[src/rtl/conv_input_loader.sv]
// Frame loader for the 3x3 convolution engine: splits one valid/ready pixel
// stream across kernel memory and two window SRAMs, then runs the engine once.
module conv_input_loader #(
    parameter int unsigned KERNEL_SIZE     = 3,
    parameter int unsigned DATA_WIDTH      = 8,
    parameter int unsigned SRAM_ADDR_WIDTH = 4,
    parameter int unsigned SRAM_DEPTH      = 16
) (
    input  logic                       i_clk,
    input  logic                       i_rst,
    input  logic                       i_load,
    input  logic                       s_valid,
    input  logic [DATA_WIDTH-1:0]      s_data,
    output logic                       s_ready,
    output logic [DATA_WIDTH-1:0]      o_wdata,
    output logic                       o_kernel_we,
    output logic [5:0]                 o_kernel_addr,
    output logic                       o_win1_we,
    output logic [SRAM_ADDR_WIDTH-1:0] o_win1_addr,
    output logic                       o_win2_we,
    output logic [SRAM_ADDR_WIDTH-1:0] o_win2_addr,
    output logic                       o_conv_start,
    input  logic                       i_conv_done,
    output logic                       o_busy,
    output logic                       o_done
);

    localparam int unsigned KADDR_W = 6;
    localparam int unsigned KLAST   = KERNEL_SIZE * KERNEL_SIZE - 1;
    localparam int unsigned WLAST   = SRAM_DEPTH - 1;

    typedef enum logic [2:0] {
        S_IDLE,
        S_LOAD_KERNEL,
        S_LOAD_W1,
        S_LOAD_W2,
        S_START,
        S_WAIT_CONV,
        S_DONE
    } state_t;

    state_t                     r_state;
    state_t                     w_next;
    logic [KADDR_W-1:0]         r_kcnt;
    logic [SRAM_ADDR_WIDTH-1:0] r_w1cnt;
    logic [SRAM_ADDR_WIDTH-1:0] r_w2cnt;

    logic                       w_hs;
    logic                       w_k_last;
    logic                       w_w1_last;
    logic                       w_w2_last;

    logic [DATA_WIDTH-1:0]      r_wdata;
    logic                       r_kernel_we;
    logic [KADDR_W-1:0]         r_kernel_addr;
    logic                       r_win1_we;
    logic [SRAM_ADDR_WIDTH-1:0] r_win1_addr;
    logic                       r_win2_we;
    logic [SRAM_ADDR_WIDTH-1:0] r_win2_addr;
    logic                       r_conv_start;
    logic                       r_busy;
    logic                       r_done;

    assign s_ready   = (r_state == S_LOAD_KERNEL) || (r_state == S_LOAD_W1) ||
                       (r_state == S_LOAD_W2);
    assign w_hs      = s_valid && s_ready;
    assign w_k_last  = (r_kcnt == KADDR_W'(KLAST));
    assign w_w1_last = (r_w1cnt == SRAM_ADDR_WIDTH'(WLAST));
    assign w_w2_last = (r_w2cnt == SRAM_ADDR_WIDTH'(WLAST));

    // Next-state logic
    always_comb begin
        w_next = r_state;
        case (r_state)
            S_IDLE:        if (i_load) w_next = S_LOAD_KERNEL;
            S_LOAD_KERNEL: if (w_hs && w_k_last) w_next = S_LOAD_W1;
            S_LOAD_W1:     if (w_hs && w_w1_last) w_next = S_LOAD_W2;
            S_LOAD_W2:     if (w_hs && w_w2_last) w_next = S_START;
            S_START:       w_next = S_WAIT_CONV;
            S_WAIT_CONV:   if (i_conv_done) w_next = S_DONE;
            S_DONE:        w_next = S_IDLE;
            default:       w_next = S_IDLE;
        endcase
    end

    always_ff @(posedge i_clk) begin
        if (i_rst) r_state <= S_IDLE;
        else       r_state <= w_next;
    end

    // Per-memory address counters; each returns to 0 on its last accepted word
    always_ff @(posedge i_clk) begin
        if (i_rst) begin
            r_kcnt  <= '0;
            r_w1cnt <= '0;
            r_w2cnt <= '0;
        end else if (w_hs) begin
            if (r_state == S_LOAD_KERNEL)
                r_kcnt <= w_k_last ? '0 : r_kcnt + KADDR_W'(1);
            if (r_state == S_LOAD_W1)
                r_w1cnt <= w_w1_last ? '0 : r_w1cnt + SRAM_ADDR_WIDTH'(1);
            if (r_state == S_LOAD_W2)
                r_w2cnt <= w_w2_last ? '0 : r_w2cnt + SRAM_ADDR_WIDTH'(1);
        end
    end

    // Registered write port and status outputs, one cycle behind the handshake
    always_ff @(posedge i_clk) begin
        if (i_rst) begin
            r_wdata       <= '0;
            r_kernel_we   <= 1'b0;
            r_kernel_addr <= '0;
            r_win1_we     <= 1'b0;
            r_win1_addr   <= '0;
            r_win2_we     <= 1'b0;
            r_win2_addr   <= '0;
            r_conv_start  <= 1'b0;
            r_busy        <= 1'b0;
            r_done        <= 1'b0;
        end else begin
            r_kernel_we  <= w_hs && (r_state == S_LOAD_KERNEL);
            r_win1_we    <= w_hs && (r_state == S_LOAD_W1);
            r_win2_we    <= w_hs && (r_state == S_LOAD_W2);
            r_conv_start <= (w_next == S_START);
            r_done       <= (w_next == S_DONE);
            r_busy       <= (w_next != S_IDLE);
            if (w_hs) r_wdata <= s_data;
            if (w_hs && (r_state == S_LOAD_KERNEL)) r_kernel_addr <= r_kcnt;
            if (w_hs && (r_state == S_LOAD_W1))     r_win1_addr   <= r_w1cnt;
            if (w_hs && (r_state == S_LOAD_W2))     r_win2_addr   <= r_w2cnt;
        end
    end

    assign o_wdata       = r_wdata;
    assign o_kernel_we   = r_kernel_we;
    assign o_kernel_addr = r_kernel_addr;
    assign o_win1_we     = r_win1_we;
    assign o_win1_addr   = r_win1_addr;
    assign o_win2_we     = r_win2_we;
    assign o_win2_addr   = r_win2_addr;
    assign o_conv_start  = r_conv_start;
    assign o_busy        = r_busy;
    assign o_done        = r_done;

endmodule

[config.mk]
export PLATFORM = sky130hd
export DESIGN_NAME = conv_input_loader
export DESIGN_NICKNAME = d
export VERILOG_FILES = /design/src/rtl/conv_input_loader.sv
export SDC_FILE = /design/constraint.sdc
export NUM_CORES = 1
export LEC_CHECK = 0
export BUFFER_PORTS_ARGS = -buffer_cell sky130_fd_sc_hd__buf_2
export CAP_MARGIN = 25
export CORE_ASPECT_RATIO = 1.1
export CORE_MARGIN = 2
export CORE_UTILIZATION = 55
export CTS_BUF_LIST = sky130_fd_sc_hd__clkbuf_4
export CTS_CLUSTER_DIAMETER = 100
export CTS_CLUSTER_SIZE = 28
export DETAILED_ROUTE_END_ITERATION = 12
export HOLD_SLACK_MARGIN = 0.05
export PLACE_DENSITY = 0.9
export SLEW_MARGIN = 20
export SYNTH_ARGS = -nofsm -noshare
export SYNTH_HDL_FRONTEND = slang
export SYNTH_SLANG_ARGS = --single-unit
[constraint.sdc]
create_clock -name i_clk -period 3.9 [get_ports i_clk]
set_input_delay 0.39 -clock i_clk [delete_from_list [all_inputs] [get_ports i_clk]]
set_output_delay 0.39 -clock i_clk [all_outputs]
set_load 0.005 [all_outputs]
==> results of run 1 <==
==> power by group through the flow <==
stage	Combinational (mW)	Sequential, mW	Clock [mW]
floorplan	0.0324	0.481	0
global placement	0.0443	0.483	0
detailed placement	0.0451	0.483	0
CTS	0.0452	0.473	0.274
global route	0.0506	0.474	0.294
finish	0.0449	0.472	0.268
==> state kept, by name, summed over array words and instances, names as in the netlist <==
name / cells
o_wdata: 8
o_kernel_addr: 6
r_kcnt: 6
o_win1_addr: 4
o_win2_addr: 4
r_w1cnt: 4
r_w2cnt: 4
r_state: 3
o_busy: 1
o_conv_start: 1
o_done: 1
o_kernel_we: 1
o_win1_we: 1
o_win2_we: 1
==> area by class of cell <==
class,count,share of cell area [%]
flip-flops and latches,45,43.1
multi-input cells,146,41.0
repair buffers,41,9.83
well taps,36,2.16
clock buffers,5,1.80
clock inverters,2,1.68
inverters,2,0.359
==> synth_stat cells, drive strengths merged <==
library cell / n
and4: 2
nor2b: 5
nor2: 23
xor2: 6
and3b: 1
clkbuf: 4
o21ai: 1
or3: 2
inv: 2
and4bb: 2
a41o: 1
nand3b: 1
or3b: 2
a21oi: 24
nand4b: 2
and3: 3
o21ba: 1
o21bai: 1
xnor2: 1
and4b: 1
a21boi: 1
dfxtp: 45
a21o: 1
buf: 9
a31oi: 2
nand2b: 1
ha: 4
nand4bb: 1
o22ai: 1
mux2i: 6
nand2: 37
nand4: 4
nand3: 9
==> cell families (layout without fill, tap and decap cells) <==
kind of cell    after synthesis  count (layout)  synth area share (%)
xor+xnor                      7               7                  3.34
simple gates                 96              96                  27.2
mux                           6               6                  3.27
flops                        45              45                  49.1
fa+ha+maj                     4               4                  2.73
compound gates               33              33                  10.2
buf+inv                      15              50                  4.16
==> worst max-delay path: stages (launching register included) <==
cell and delay, ns:
sky130_fd_sc_hd__dfxtp_1 0.60, sky130_fd_sc_hd__o21ba_2 0.33, sky130_fd_sc_hd__buf_2 0.15
==> metrics by stage <==
stage                     worst slack (ns)  hold WS [ns]  utilization (%)  cells  cell area [um^2]
final                                 2.09         0.270             63.8    277              2090
after global routing                  1.98         0.262             63.8    277              2090
after CTS                             2.07         0.268             63.8    277              2090
after detailed placement              2.10         0.445             61.5    270              2020
after global placement                2.14         0.440             61.5    270              2020
after floorplan                       2.57         0.453                -    206              1830
==> placed cells by master (no fill, tap or decap), drive strengths merged, types with 2 or more instances in the layout <==
| cell | count |
|---|---|
| buf | 41 |
| mux2i | 6 |
| or3b | 2 |
| and4bb | 2 |
| or3 | 2 |
| nand3 | 9 |
| xor2 | 6 |
| inv | 2 |
| a31oi | 2 |
| and4 | 2 |
| nor2b | 5 |
| and3 | 3 |
| nand4 | 4 |
| ha | 4 |
| clkbuf | 5 |
| dfxtp | 45 |
| nand2 | 37 |
| a21oi | 24 |
| nand4b | 2 |
| nor2 | 23 |
==> layer usage <==
| metal | part of all wire, % | routed length [um] | global-route usage, % | vias to the layer above |
|---|---|---|---|---|
| met1 | 46 | 1460 | 21.5 | 651 |
| met3 | 6.2 | 195 | 6.39 | 6 |
| li1 | - | - | - | 771 |
| met5 | 0 | 0 | 0 | - |
| met2 | 45 | 1440 | 29.6 | 42 |
| met4 | 2.0 | 63 | 7.67 | 0 |
==> final timing paths <==
path | from | endpoint | slack (ns) | cells past startpoint
setup / recovery | r_state[1] | s_ready | 2.09 | 2
setup reg to reg | r_state[0] | o_done | 2.16 | 4
hold / removal | s_data[1] | o_wdata[1] | 0.27 | 3
hold reg to reg | o_win2_addr[3] | o_win2_addr[3] | 0.46 | 2
==> impl_metrics.prom, run 1 <==
# TYPE chip_impl_metric gauge
chip_impl_metric{name="worst_ir_drop_vdd",unit="uV"} 208
chip_impl_metric{name="grt_antenna_before_repair",unit=""} 0
chip_impl_metric{name="vias",unit=""} 1470
chip_impl_metric{name="route.final.wire_length",unit="um"} 3160
chip_impl_info{name="critical_path.endpoint_type",value="output pin"} 1
chip_impl_metric{name="insertion_delay",unit="ns"} 0.35
chip_impl_metric{name="grt_pass1_wl",unit="um"} 5330
chip_impl_metric{name="routed_via_density",unit=""} 5.31
chip_impl_metric{name="cts_hold_repair.buffers",unit=""} 0
chip_impl_metric{name="final_layout_size_suffix_gt1_share",unit="%"} 22.4
chip_impl_info{name="worst-setup-path-type",value="reg -> out"} 1
chip_impl_metric{name="swShare",unit="%"} 21.5
chip_impl_metric{name="h-tree-depth",unit=""} 2
chip_impl_info{name="synth_top_cells_by_area",value="sky130_fd_sc_hd__dfxtp_1, sky130_fd_sc_hd__nand2_1, sky130_fd_sc_hd__a21oi_1"} 1
chip_impl_metric{name="drt_first_iter_violations",unit=""} 40
chip_impl_metric{name="tightestPinTransition",unit="ns"} 0.677
chip_impl_metric{name="dieHeight",unit="um"} 64.6
chip_impl_metric{name="clock_group_share_of_total_power",unit="%"} 34.1
chip_impl_metric{name="clock_sink_count",unit=""} 45
chip_impl_metric{name="cts.reportedPaths.clkPinSlew",unit="ns"} 0.12
chip_impl_metric{name="synth_cells",unit=""} 206
chip_impl_metric{name="seq_power_share",unit="%"} 60.2
chip_impl_metric{name="synthesis.area",unit="mm^2"} 0.00183
chip_impl_metric{name="fp-row-count",unit=""} 22
chip_impl_metric{name="final_hold_viol_count",unit=""} 0
chip_impl_metric{name="yosys_register_bits",unit=""} 45
chip_impl_metric{name="switchingPower",unit="uW"} 169
chip_impl_metric{name="design.die.area",unit="mm^2"} 0.00381
chip_impl_metric{name="cts_inserted_buffers",unit=""} 5
chip_impl_metric{name="detailed_place_hpwl",unit="um"} 2140
chip_impl_info{name="synthDominantAreaCellType",value="sky130_fd_sc_hd__dfxtp_1"} 1
chip_impl_metric{name="postCtsSetupRepairBufs",unit=""} 0
chip_impl_metric{name="coreArea",unit="mm^2"} 0.00328
chip_impl_metric{name="first_pass_iters",unit=""} 4
chip_impl_metric{name="ys_types",unit=""} 40
chip_impl_metric{name="drc",unit=""} 0
chip_impl_metric{name="post-layout-total-power",unit="uW"} 785
chip_impl_metric{name="max_slew_margin",unit="%"} 54.9
chip_impl_metric{name="critical_path_fanout_max",unit=""} 12
chip_impl_metric{name="die_width",unit="um"} 59.1
chip_impl_metric{name="period_share",unit="%"} 46.5
chip_impl_metric{name="final.min_clock_period",unit="ns"} 1.81
chip_impl_metric{name="final-setup-viol-count",unit=""} 0
chip_impl_metric{name="leakage",unit="nW"} 0.901
chip_impl_metric{name="synthDominantCellAreaShare",unit="%"} 49.1
chip_impl_metric{name="cp_data_arrival_time",unit="ns"} 1.42
chip_impl_metric{name="buffer_ports.inserted",unit=""} 41
chip_impl_info{name="cts_tree",value="built"} 1
chip_impl_metric{name="finalSetupTns",unit="ns"} 0
chip_impl_metric{name="combPwrFrac",unit="%"} 5.7
chip_impl_metric{name="grt_overflow_total",unit=""} 0
chip_impl_metric{name="final_report_max_slew_violation_count",unit=""} 0
chip_impl_metric{name="nNetsFinal",unit=""} 258
chip_impl_metric{name="first_global_vias",unit=""} 1283
chip_impl_metric{name="finalClockSkew",unit="ns"} 0.00837
chip_impl_info{name="outcome",value="finished, final reports clean"} 1
chip_impl_metric{name="global_route.usage.total",unit="%"} 18.2
chip_impl_metric{name="register_area",unit="um^2"} 901
chip_impl_metric{name="p_int",unit="uW"} 616
chip_impl_metric{name="num-fill-cells",unit=""} 270
chip_impl_metric{name="gp_routability_congestion",unit=""} 0.737
chip_impl_metric{name="cts-resized-gates",unit=""} 0
chip_impl_metric{name="antenna_cells_inserted",unit=""} 0
chip_impl_info{name="timing.critical_path.from_type",value="flop"} 1
chip_impl_info{name="timing.hold.worst.class",value="in -> reg"} 1
chip_impl_info{name="cts_root_buffer",value="sky130_fd_sc_hd__clkbuf_4"} 1
chip_impl_metric{name="start_util",unit="%"} 56.0
chip_impl_metric{name="synth.avg_cell_area",unit="um^2"} 8.90
chip_impl_metric{name="cts_max_path_buffers",unit=""} 2
chip_impl_metric{name="register_area_share_after_synthesis",unit="%"} 49.1
chip_impl_metric{name="maximum_number_of_pins_on_one_net_before_global_route_repair",unit=""} 40
chip_impl_metric{name="multi_input_comb_area",unit="um^2"} 857
chip_impl_metric{name="detail-route-antenna-nets",unit=""} 0
chip_impl_metric{name="mappedNetlistNets",unit=""} 223
chip_impl_metric{name="req_time_crit_path",unit="ns"} 3.51
chip_impl_metric{name="yosysWarningCount",unit=""} 0
chip_impl_info{name="grt_setup_unrepaired",value="no"} 1
chip_impl_metric{name="p_per_area",unit="mW/mm^2"} 376
chip_impl_metric{name="fmaxAchievable",unit="MHz"} 551
chip_impl_metric{name="avgRoutedWirePerCell",unit="um"} 11.4
chip_impl_metric{name="syn2layout_area_growth",unit="%"} 13.8
chip_impl_metric{name="max_cap_viol_count",unit=""} 0
chip_impl_metric{name="i_o_pins",unit=""} 42
Note: power is estimated with default switching activity, not from simulation.
==> run 2, diff against run 1 <==
Settings changed: ABC_AREA set to 1, CORE_UTILIZATION 55 to 50, PLACE_DENSITY 0.9 to 0.87.
Clock period 3.9 ns to 1.55 ns, I/O delays scaled along.
==> impl_metrics.prom, run 2 <==
# TYPE chip_impl_metric gauge
chip_impl_metric{name="first_pass_iters",unit=""} 4
chip_impl_metric{name="critical_path_fanout_max",unit=""} 6
chip_impl_metric{name="final_hold_viol_count",unit=""} 0
chip_impl_metric{name="finalClockSkew",unit="ns"} 0.00127
chip_impl_metric{name="post-layout-total-power",unit="mW"} 1.89
chip_impl_metric{name="maximum_number_of_pins_on_one_net_before_global_route_repair",unit=""} 21
chip_impl_metric{name="avgRoutedWirePerCell",unit="um"} 11.4
chip_impl_metric{name="clock_sink_count",unit=""} 45
chip_impl_metric{name="synth.avg_cell_area",unit="um^2"} 7.60
chip_impl_metric{name="design.die.area",unit="mm^2"} 0.00420
chip_impl_metric{name="drt_first_iter_violations",unit=""} 148
chip_impl_metric{name="die_width",unit="um"} 61.9
chip_impl_info{name="worst-setup-path-type",value="reg -> out"} 1
chip_impl_info{name="synth_top_flop_cell",value="sky130_fd_sc_hd__dfxtp_1"} 1
chip_impl_metric{name="route.final.wire_length",unit="um"} 3970
chip_impl_metric{name="yosys_register_bits",unit=""} 45
chip_impl_info{name="path_cells",value="nor2_1 > nor2_1 > buf_2"} 1
chip_impl_metric{name="multi_input_comb_area",unit="um^2"} 831
chip_impl_metric{name="number_of_flops_mapped_to_enable_cells_by_yosys",unit=""} 0
chip_impl_metric{name="fp-row-count",unit=""} 23
chip_impl_metric{name="final_report_max_slew_violation_count",unit=""} 0
chip_impl_metric{name="globalRouteMet3Util",unit="%"} 7.09
chip_impl_metric{name="synthDominantCellAreaShare",unit="%"} 48.8
chip_impl_metric{name="path_depth",unit=""} 3
chip_impl_metric{name="mappedNetlistNets",unit=""} 260
chip_impl_metric{name="grt_pass1_wl",unit="um"} 6290
chip_impl_info{name="cts_tree",value="built"} 1
chip_impl_metric{name="worst-r2r-cell-count",unit=""} 6
chip_impl_metric{name="nNetsFinal",unit=""} 318
chip_impl_metric{name="register_area",unit="um^2"} 905
chip_impl_metric{name="cp_data_arrival_time",unit="ns"} 1.27
chip_impl_metric{name="final_cells",unit=""} 350
chip_impl_info{name="outcome",value="finished, final reports clean"} 1
chip_impl_info{name="timing.hold.worst.class",value="in -> reg"} 1
chip_impl_metric{name="insertion_delay",unit="ns"} 0.36
chip_impl_metric{name="synthesis.area",unit="mm^2"} 0.00185
chip_impl_metric{name="ys_types",unit=""} 25
chip_impl_info{name="origin_of_the_critical_flop_to_flop_path",value="r_state[0]"} 1
chip_impl_metric{name="vias",unit=""} 1743
chip_impl_metric{name="cts_max_path_buffers",unit=""} 2
chip_impl_info{name="cts_root_buffer",value="sky130_fd_sc_hd__clkbuf_4"} 1
chip_impl_info{name="critical-path-slowest-cell",value="sky130_fd_sc_hd__dfxtp_2"} 1
chip_impl_info{name="timing.critical_path.max_delay_family",value="simple AND/OR/NAND/NOR gates"} 1
chip_impl_info{name="most_common_cell_in_the_netlist",value="sky130_fd_sc_hd__nor2_1"} 1
chip_impl_metric{name="final-setup-viol-count",unit=""} 0
chip_impl_metric{name="period_share",unit="%"} 92.0
chip_impl_metric{name="critPathMaxStageDelay",unit="ns"} 0.38
chip_impl_metric{name="req_time_crit_path",unit="ns"} 1.39
chip_impl_metric{name="grt_antenna_before_repair",unit=""} 0
chip_impl_metric{name="final_area",unit="mm^2"} 0.00229
chip_impl_metric{name="yosysWarningCount",unit=""} 0
chip_impl_metric{name="fmaxAchievable",unit="MHz"} 701
chip_impl_metric{name="num-fill-cells",unit=""} 326
chip_impl_metric{name="grt_overflow_total",unit=""} 0
chip_impl_info{name="timing.critical_path.from_type",value="flop"} 1
chip_impl_metric{name="detail-route-antenna-nets",unit=""} 0
chip_impl_metric{name="h-tree-depth",unit=""} 2
chip_impl_info{name="mostFrequentLayoutCell",value="sky130_fd_sc_hd__nor2_1"} 1
chip_impl_info{name="critical_path.endpoint_type",value="output pin"} 1
chip_impl_metric{name="coreArea",unit="mm^2"} 0.00360
chip_impl_metric{name="layout.core_utilization",unit="%"} 63.6
chip_impl_metric{name="dieHeight",unit="um"} 67.7
chip_impl_metric{name="synth_cells",unit=""} 243
chip_impl_metric{name="cp_num_buf_inv",unit=""} 1
chip_impl_metric{name="tightestPinTransition",unit="ns"} 0.329
chip_impl_info{name="synthDominantAreaCellType",value="sky130_fd_sc_hd__dfxtp_1"} 1
chip_impl_metric{name="register_area_share_after_synthesis",unit="%"} 48.8
chip_impl_metric{name="syn2layout_area_growth",unit="%"} 23.8
chip_impl_metric{name="cts.reportedPaths.clkPinSlew",unit="ns"} 0.12
chip_impl_info{name="global_route.peak_usage_layer",value="met2"} 1
chip_impl_metric{name="final_layout_size_suffix_gt1_share",unit="%"} 26.3
chip_impl_metric{name="first_global_vias",unit=""} 1476
chip_impl_info{name="synth_top_cells_by_area",value="sky130_fd_sc_hd__dfxtp_1, sky130_fd_sc_hd__nor2_1, sky130_fd_sc_hd__nand2_1"} 1
chip_impl_info{name="timing.critical_path.from",value="r_state[1]"} 1
chip_impl_info{name="timing.critical_path.mode_cell",value="sky130_fd_sc_hd__nor2_1"} 1
chip_impl_metric{name="max_cap_viol_count",unit=""} 0
chip_impl_info{name="endpoint",value="s_ready"} 1
chip_impl_metric{name="largest_reg_flops",unit=""} 8
chip_impl_metric{name="detailed_place_hpwl",unit="um"} 2660
chip_impl_metric{name="worst_ir_drop_vdd",unit="uV"} 595
chip_impl_metric{name="place.detailed.instances",unit=""} 335
chip_impl_metric{name="gp_routability_congestion",unit=""} 0.851
chip_impl_metric{name="buffer_ports.inserted",unit=""} 41
chip_impl_metric{name="final.min_clock_period",unit="ns"} 1.43
chip_impl_metric{name="gr-usage-met2",unit="%"} 31.5
chip_impl_info{name="layout_common_cells",value="sky130_fd_sc_hd__nor2_1, sky130_fd_sc_hd__nand2_1, sky130_fd_sc_hd__dfxtp_1"} 1
chip_impl_metric{name="i_o_pins",unit=""} 42
chip_impl_metric{name="antenna_cells_inserted",unit=""} 0
chip_impl_metric{name="finalSetupTns",unit="ns"} 0
chip_impl_metric{name="ys_async_sr_fraction",unit="%"} 0
chip_impl_metric{name="cts_inserted_buffers",unit=""} 5
chip_impl_info{name="synth.cells.most_frequent",value="sky130_fd_sc_hd__nor2_1, sky130_fd_sc_hd__dfxtp_1, sky130_fd_sc_hd__nand2_1, sky130_fd_sc_hd__inv_1, sky130_fd_sc_hd__o21ai_0"} 1
chip_impl_metric{name="max_slew_margin",unit="%"} 78.0
chip_impl_metric{name="reg2reg_setup_slack",unit="ns"} 0.16
chip_impl_metric{name="drc",unit=""} 0
chip_impl_metric{name="placed_area",unit="mm^2"} 0.00214
chip_impl_metric{name="start_util",unit="%"} 51.3
chip_impl_info{name="regToRegEndpoint",value="r_kcnt[3]"} 1
chip_impl_metric{name="global_route.usage.total",unit="%"} 20.3
chip_impl_metric{name="grt_use_met1",unit="%"} 25.0
chip_impl_metric{name="p_per_area",unit="mW/mm^2"} 827
chip_impl_info{name="grt_setup_unrepaired",value="no"} 1
chip_impl_metric{name="leakage",unit="nW"} 1.11
chip_impl_metric{name="routed_via_density",unit=""} 4.98
## run 2: cell types whose count changed after synthesis, sizes merged, moves of 6 or more
| cell | change |
|---|---|
| mux2i | -6 |
| nand2 | +10 |
| buf | -6 |
| nor2 | +32 |
| a21oi | -8 |
| o21ai | +20 |
| inv | +27 |
## run 2: tightest hold or removal path, delay by kind of cell
family | cells | cell delay, ns
and+or+nand+nor | 2 | 0.13
buffers and inverters | 1 | 0.11
## run 2: how the worst min path moves through the flow
stage                start               end  slack (ns)  depth (start not counted)
6_report       i_conv_done            o_done        0.07                          3
5_1_grt        i_conv_done            o_done        0.07                          3
4_1_cts        i_conv_done            o_done        0.06                          3
3_5_place_dp     s_data[6]        o_wdata[6]        0.39                          3
3_3_place_gp     s_data[6]        o_wdata[6]        0.38                          3
2_1_floorplan        i_rst  o_kernel_addr[2]        0.22                          1
## run 2: final cells by class
class	instances	area share, %
sequential	45	39.6
multi-input combinational	164	36.3
timing repair buffer	56	14.8
inverter	29	4.76
tap	50	2.74
clock buffer	5	1.64
clock inverter	1	0.219
## run 2: layer usage
layer | wire length, um | up-vias
li1 | - | 880
met4 | 90 | 0
met5 | 0 | -
met2 | 1930 | 64
met1 | 1690 | 787
met3 | 260 | 12
## run 2: kinds of logic (layout without fill, tap and decap cells)
logic type | after synthesis | in the layout | share of synthesized area [%]
AO/OA/AOI/OAI | 39 | 39 | 10.8
adder cells (fa/ha/maj) | 4 | 4 | 2.71
AND/OR/NAND/NOR | 120 | 120 | 30.0
flip-flops | 45 | 45 | 48.8
XOR/XNOR | 1 | 1 | 0.474
buffers and inverters | 34 | 91 | 7.18
## run 2: power breakdown
part | leakage, nW | internal, mW | total (mW) | switching, mW
Clock | 0.0269 | 0.158 | 0.509 | 0.351
Sequential | 0.366 | 1.19 | 1.20 | 0.0159
Combinational | 0.716 | 0.0771 | 0.181 | 0.104
## run 2: per-stage QoR
stage	setup slack, ns	hold slack, ns
final	0.124	0.0687
after global routing	0.00815	0.0653
after CTS	0.0708	0.0588
after detailed placement	0.0942	0.389
after global placement	0.101	0.377
after floorplan	0.254	0.224
## run 2: timing repair
item,4_1_cts,5_1_grt
endpoints found under the setup margin,0,6
resized for setup,0,9
hold endpoints to repair,8,0
hold buffers,8,0
setup buffers,0,1
==> run 3, diff against run 2 <==
Settings changed: CAP_MARGIN 25 to 20, CORE_ASPECT_RATIO 1.1 to 0.75.
==> impl_metrics.prom, run 3 (same netlist as run 2, synthesis figures left out) <==
# TYPE chip_impl_metric gauge
chip_impl_metric{name="first_global_vias",unit=""} 1585
chip_impl_metric{name="max_slew_margin",unit="%"} 78.5
chip_impl_metric{name="critPathMaxStageDelay",unit="ns"} 0.40
chip_impl_metric{name="req_time_crit_path",unit="ns"} 1.39
chip_impl_metric{name="drt_first_iter_violations",unit=""} 76
chip_impl_metric{name="detail-route-antenna-nets",unit=""} 0
chip_impl_metric{name="buffer_ports.inserted",unit=""} 41
chip_impl_metric{name="final-setup-viol-count",unit=""} 0
chip_impl_metric{name="final_report_max_slew_violation_count",unit=""} 0
chip_impl_metric{name="period_share",unit="%"} 94.8
chip_impl_info{name="cts_tree",value="built"} 1
chip_impl_metric{name="postCtsSetupRepairBufs",unit=""} 0
chip_impl_info{name="worst-setup-path-type",value="reg -> out"} 1
chip_impl_metric{name="final_hold_viol_count",unit=""} 0
chip_impl_info{name="origin_of_the_critical_flop_to_flop_path",value="r_state[1]"} 1
chip_impl_metric{name="antenna_cells_inserted",unit=""} 0
chip_impl_metric{name="dpl_worst_slack",unit="ns"} 0.0745
chip_impl_metric{name="worst-r2r-cell-count",unit=""} 5
chip_impl_metric{name="max_cap_viol_count",unit=""} 0
chip_impl_metric{name="dieHeight",unit="um"} 56.6
chip_impl_info{name="cts_root_buffer",value="sky130_fd_sc_hd__clkbuf_4"} 1
chip_impl_metric{name="gp_routability_congestion",unit=""} 0.966
chip_impl_metric{name="place.detailed.instances",unit=""} 339
chip_impl_metric{name="grt_overflow_total",unit=""} 0
chip_impl_metric{name="fmaxAchievable",unit="MHz"} 681
chip_impl_metric{name="worst_ir_drop_vdd",unit="uV"} 579
chip_impl_metric{name="finalClockSkew",unit="ns"} 0.00886
chip_impl_metric{name="coreArea",unit="mm^2"} 0.00359
chip_impl_info{name="critical-path-slowest-cell",value="sky130_fd_sc_hd__dfxtp_1"} 1
chip_impl_metric{name="post-layout-total-power",unit="mW"} 1.90
chip_impl_info{name="layout_common_cells",value="sky130_fd_sc_hd__nor2_1, sky130_fd_sc_hd__nand2_1, sky130_fd_sc_hd__dfxtp_1"} 1
chip_impl_metric{name="p_per_area",unit="mW/mm^2"} 829
chip_impl_metric{name="start_util",unit="%"} 51.4
chip_impl_metric{name="avgRoutedWirePerCell",unit="um"} 11.2
chip_impl_metric{name="global_route.usage.total",unit="%"} 20.9
chip_impl_info{name="timing.hold.worst.class",value="in -> reg"} 1
chip_impl_metric{name="first_pass_iters",unit=""} 4
chip_impl_metric{name="maximum_number_of_pins_on_one_net_before_global_route_repair",unit=""} 21
chip_impl_metric{name="register_area",unit="um^2"} 902
chip_impl_metric{name="cp_data_arrival_time",unit="ns"} 1.31
chip_impl_metric{name="i_o_pins",unit=""} 42
chip_impl_metric{name="finalWorstSetupSlack",unit="ns"} 0.0809
chip_impl_info{name="timing.critical_path.from",value="r_state[1]"} 1
chip_impl_info{name="outcome",value="finished, final reports clean"} 1
chip_impl_info{name="critical_path.endpoint_type",value="output pin"} 1
chip_impl_metric{name="route.final.wire_length",unit="um"} 3960
chip_impl_metric{name="vias",unit=""} 1686
chip_impl_metric{name="nNetsFinal",unit=""} 319
chip_impl_metric{name="cts.reportedPaths.clkPinSlew",unit="ns"} 0.12
chip_impl_metric{name="final_cells",unit=""} 353
chip_impl_metric{name="tightestPinTransition",unit="ns"} 0.321
chip_impl_metric{name="final_layout_size_suffix_gt1_share",unit="%"} 25.2
chip_impl_metric{name="reg2reg_setup_slack",unit="ns"} 0.12
chip_impl_info{name="timing.critical_path.from_type",value="flop"} 1
chip_impl_metric{name="routed_via_density",unit=""} 4.78
chip_impl_metric{name="syn2layout_area_growth",unit="%"} 24.0
chip_impl_info{name="timing.critical_path.mode_cell",value="sky130_fd_sc_hd__nor2_1"} 1
chip_impl_metric{name="layout.core_utilization",unit="%"} 63.8
chip_impl_info{name="endpoint",value="s_ready"} 1
chip_impl_metric{name="h-tree-depth",unit=""} 2
chip_impl_info{name="mostFrequentLayoutCell",value="sky130_fd_sc_hd__nor2_1"} 1
chip_impl_metric{name="num-fill-cells",unit=""} 324
chip_impl_metric{name="detailed_place_hpwl",unit="um"} 2830
chip_impl_metric{name="multi_input_comb_area",unit="um^2"} 826
chip_impl_metric{name="insertion_delay",unit="ns"} 0.36
chip_impl_metric{name="design.die.area",unit="mm^2"} 0.00420
chip_impl_metric{name="leakage",unit="nW"} 1.12
chip_impl_metric{name="largest_reg_flops",unit=""} 8
chip_impl_metric{name="finalSetupTns",unit="ns"} 0
chip_impl_metric{name="drc",unit=""} 0
chip_impl_metric{name="critical_path_fanout_max",unit=""} 6
chip_impl_metric{name="die_width",unit="um"} 74.2
chip_impl_metric{name="fp-row-count",unit=""} 19
chip_impl_metric{name="cts_max_path_buffers",unit=""} 2
chip_impl_metric{name="grt_antenna_before_repair",unit=""} 0
chip_impl_info{name="path_cells",value="nor2_1 > nor2_1 > buf_2"} 1
chip_impl_metric{name="clock_sink_count",unit=""} 45
chip_impl_metric{name="grt_pass1_wl",unit="um"} 6720
chip_impl_info{name="regToRegEndpoint",value="r_kcnt[3]"} 1
chip_impl_metric{name="cts_inserted_buffers",unit=""} 5
chip_impl_metric{name="final.min_clock_period",unit="ns"} 1.47
[run 3: through the flow]
step           hold slack, ns  cell area [um^2]
6_report               0.0983              2290
4_1_cts                0.0814              2280
3_5_place_dp            0.385              2150
3_3_place_gp            0.375              2150
2_1_floorplan           0.224              1850
5_1_grt                0.0920              2290
[run 3: how the worst min path moves through the flow]
stage	startpoint	to	slack, ns	cells after the start
after detailed placement	s_data[5]	o_wdata[5]	0.39	3
after global placement	s_data[2]	o_wdata[2]	0.38	3
after CTS	i_conv_done	o_done	0.08	3
final	i_conv_done	o_done	0.1	3
after floorplan	i_rst	o_kernel_addr[2]	0.22	1
after global routing	i_conv_done	o_done	0.09	3
[run 3: power by group]
| group | internal, mW | switching (mW) |
|---|---|---|
| registers | 1.19 | 0.0153 |
| clock network | 0.158 | 0.357 |
| logic | 0.0792 | 0.102 |
| total | 1.42 | 0.475 |
[run 3: area by class of cell]
| type | instances | share of cell area (%) |
|---|---|---|
| Tap cell | 52 | 2.84 |
| Clock inverter | 1 | 0.219 |
| Timing Repair Buffer | 57 | 15.1 |
| Inverter | 29 | 4.75 |
| Clock buffer | 5 | 1.64 |
| Multi-Input combinational cell | 164 | 36.1 |
| Sequential cell | 45 | 39.4 |
[run 3: timing repair]
action                     4_1_cts  5_1_grt
hold buffers                     8        0
setup endpoints to repair        0        6
gates resized for setup          0        5
hold endpoints to repair         8        0
[run 3: metal layers]
layer	GRT usage, %	vias up	routed length (um)
met5	0	-	0
met4	3.90	0	27
met3	7.54	2	234
met2	33.2	46	1810
met1	27.6	756	1880
li1	-	882	-
[run 3: worst max-delay path: cells and delay by family (launching register included)]
family | cells | cell delay [ns]
buf+inv | 1 | 0.14
flops | 1 | 0.40
simple gates | 2 | 0.42
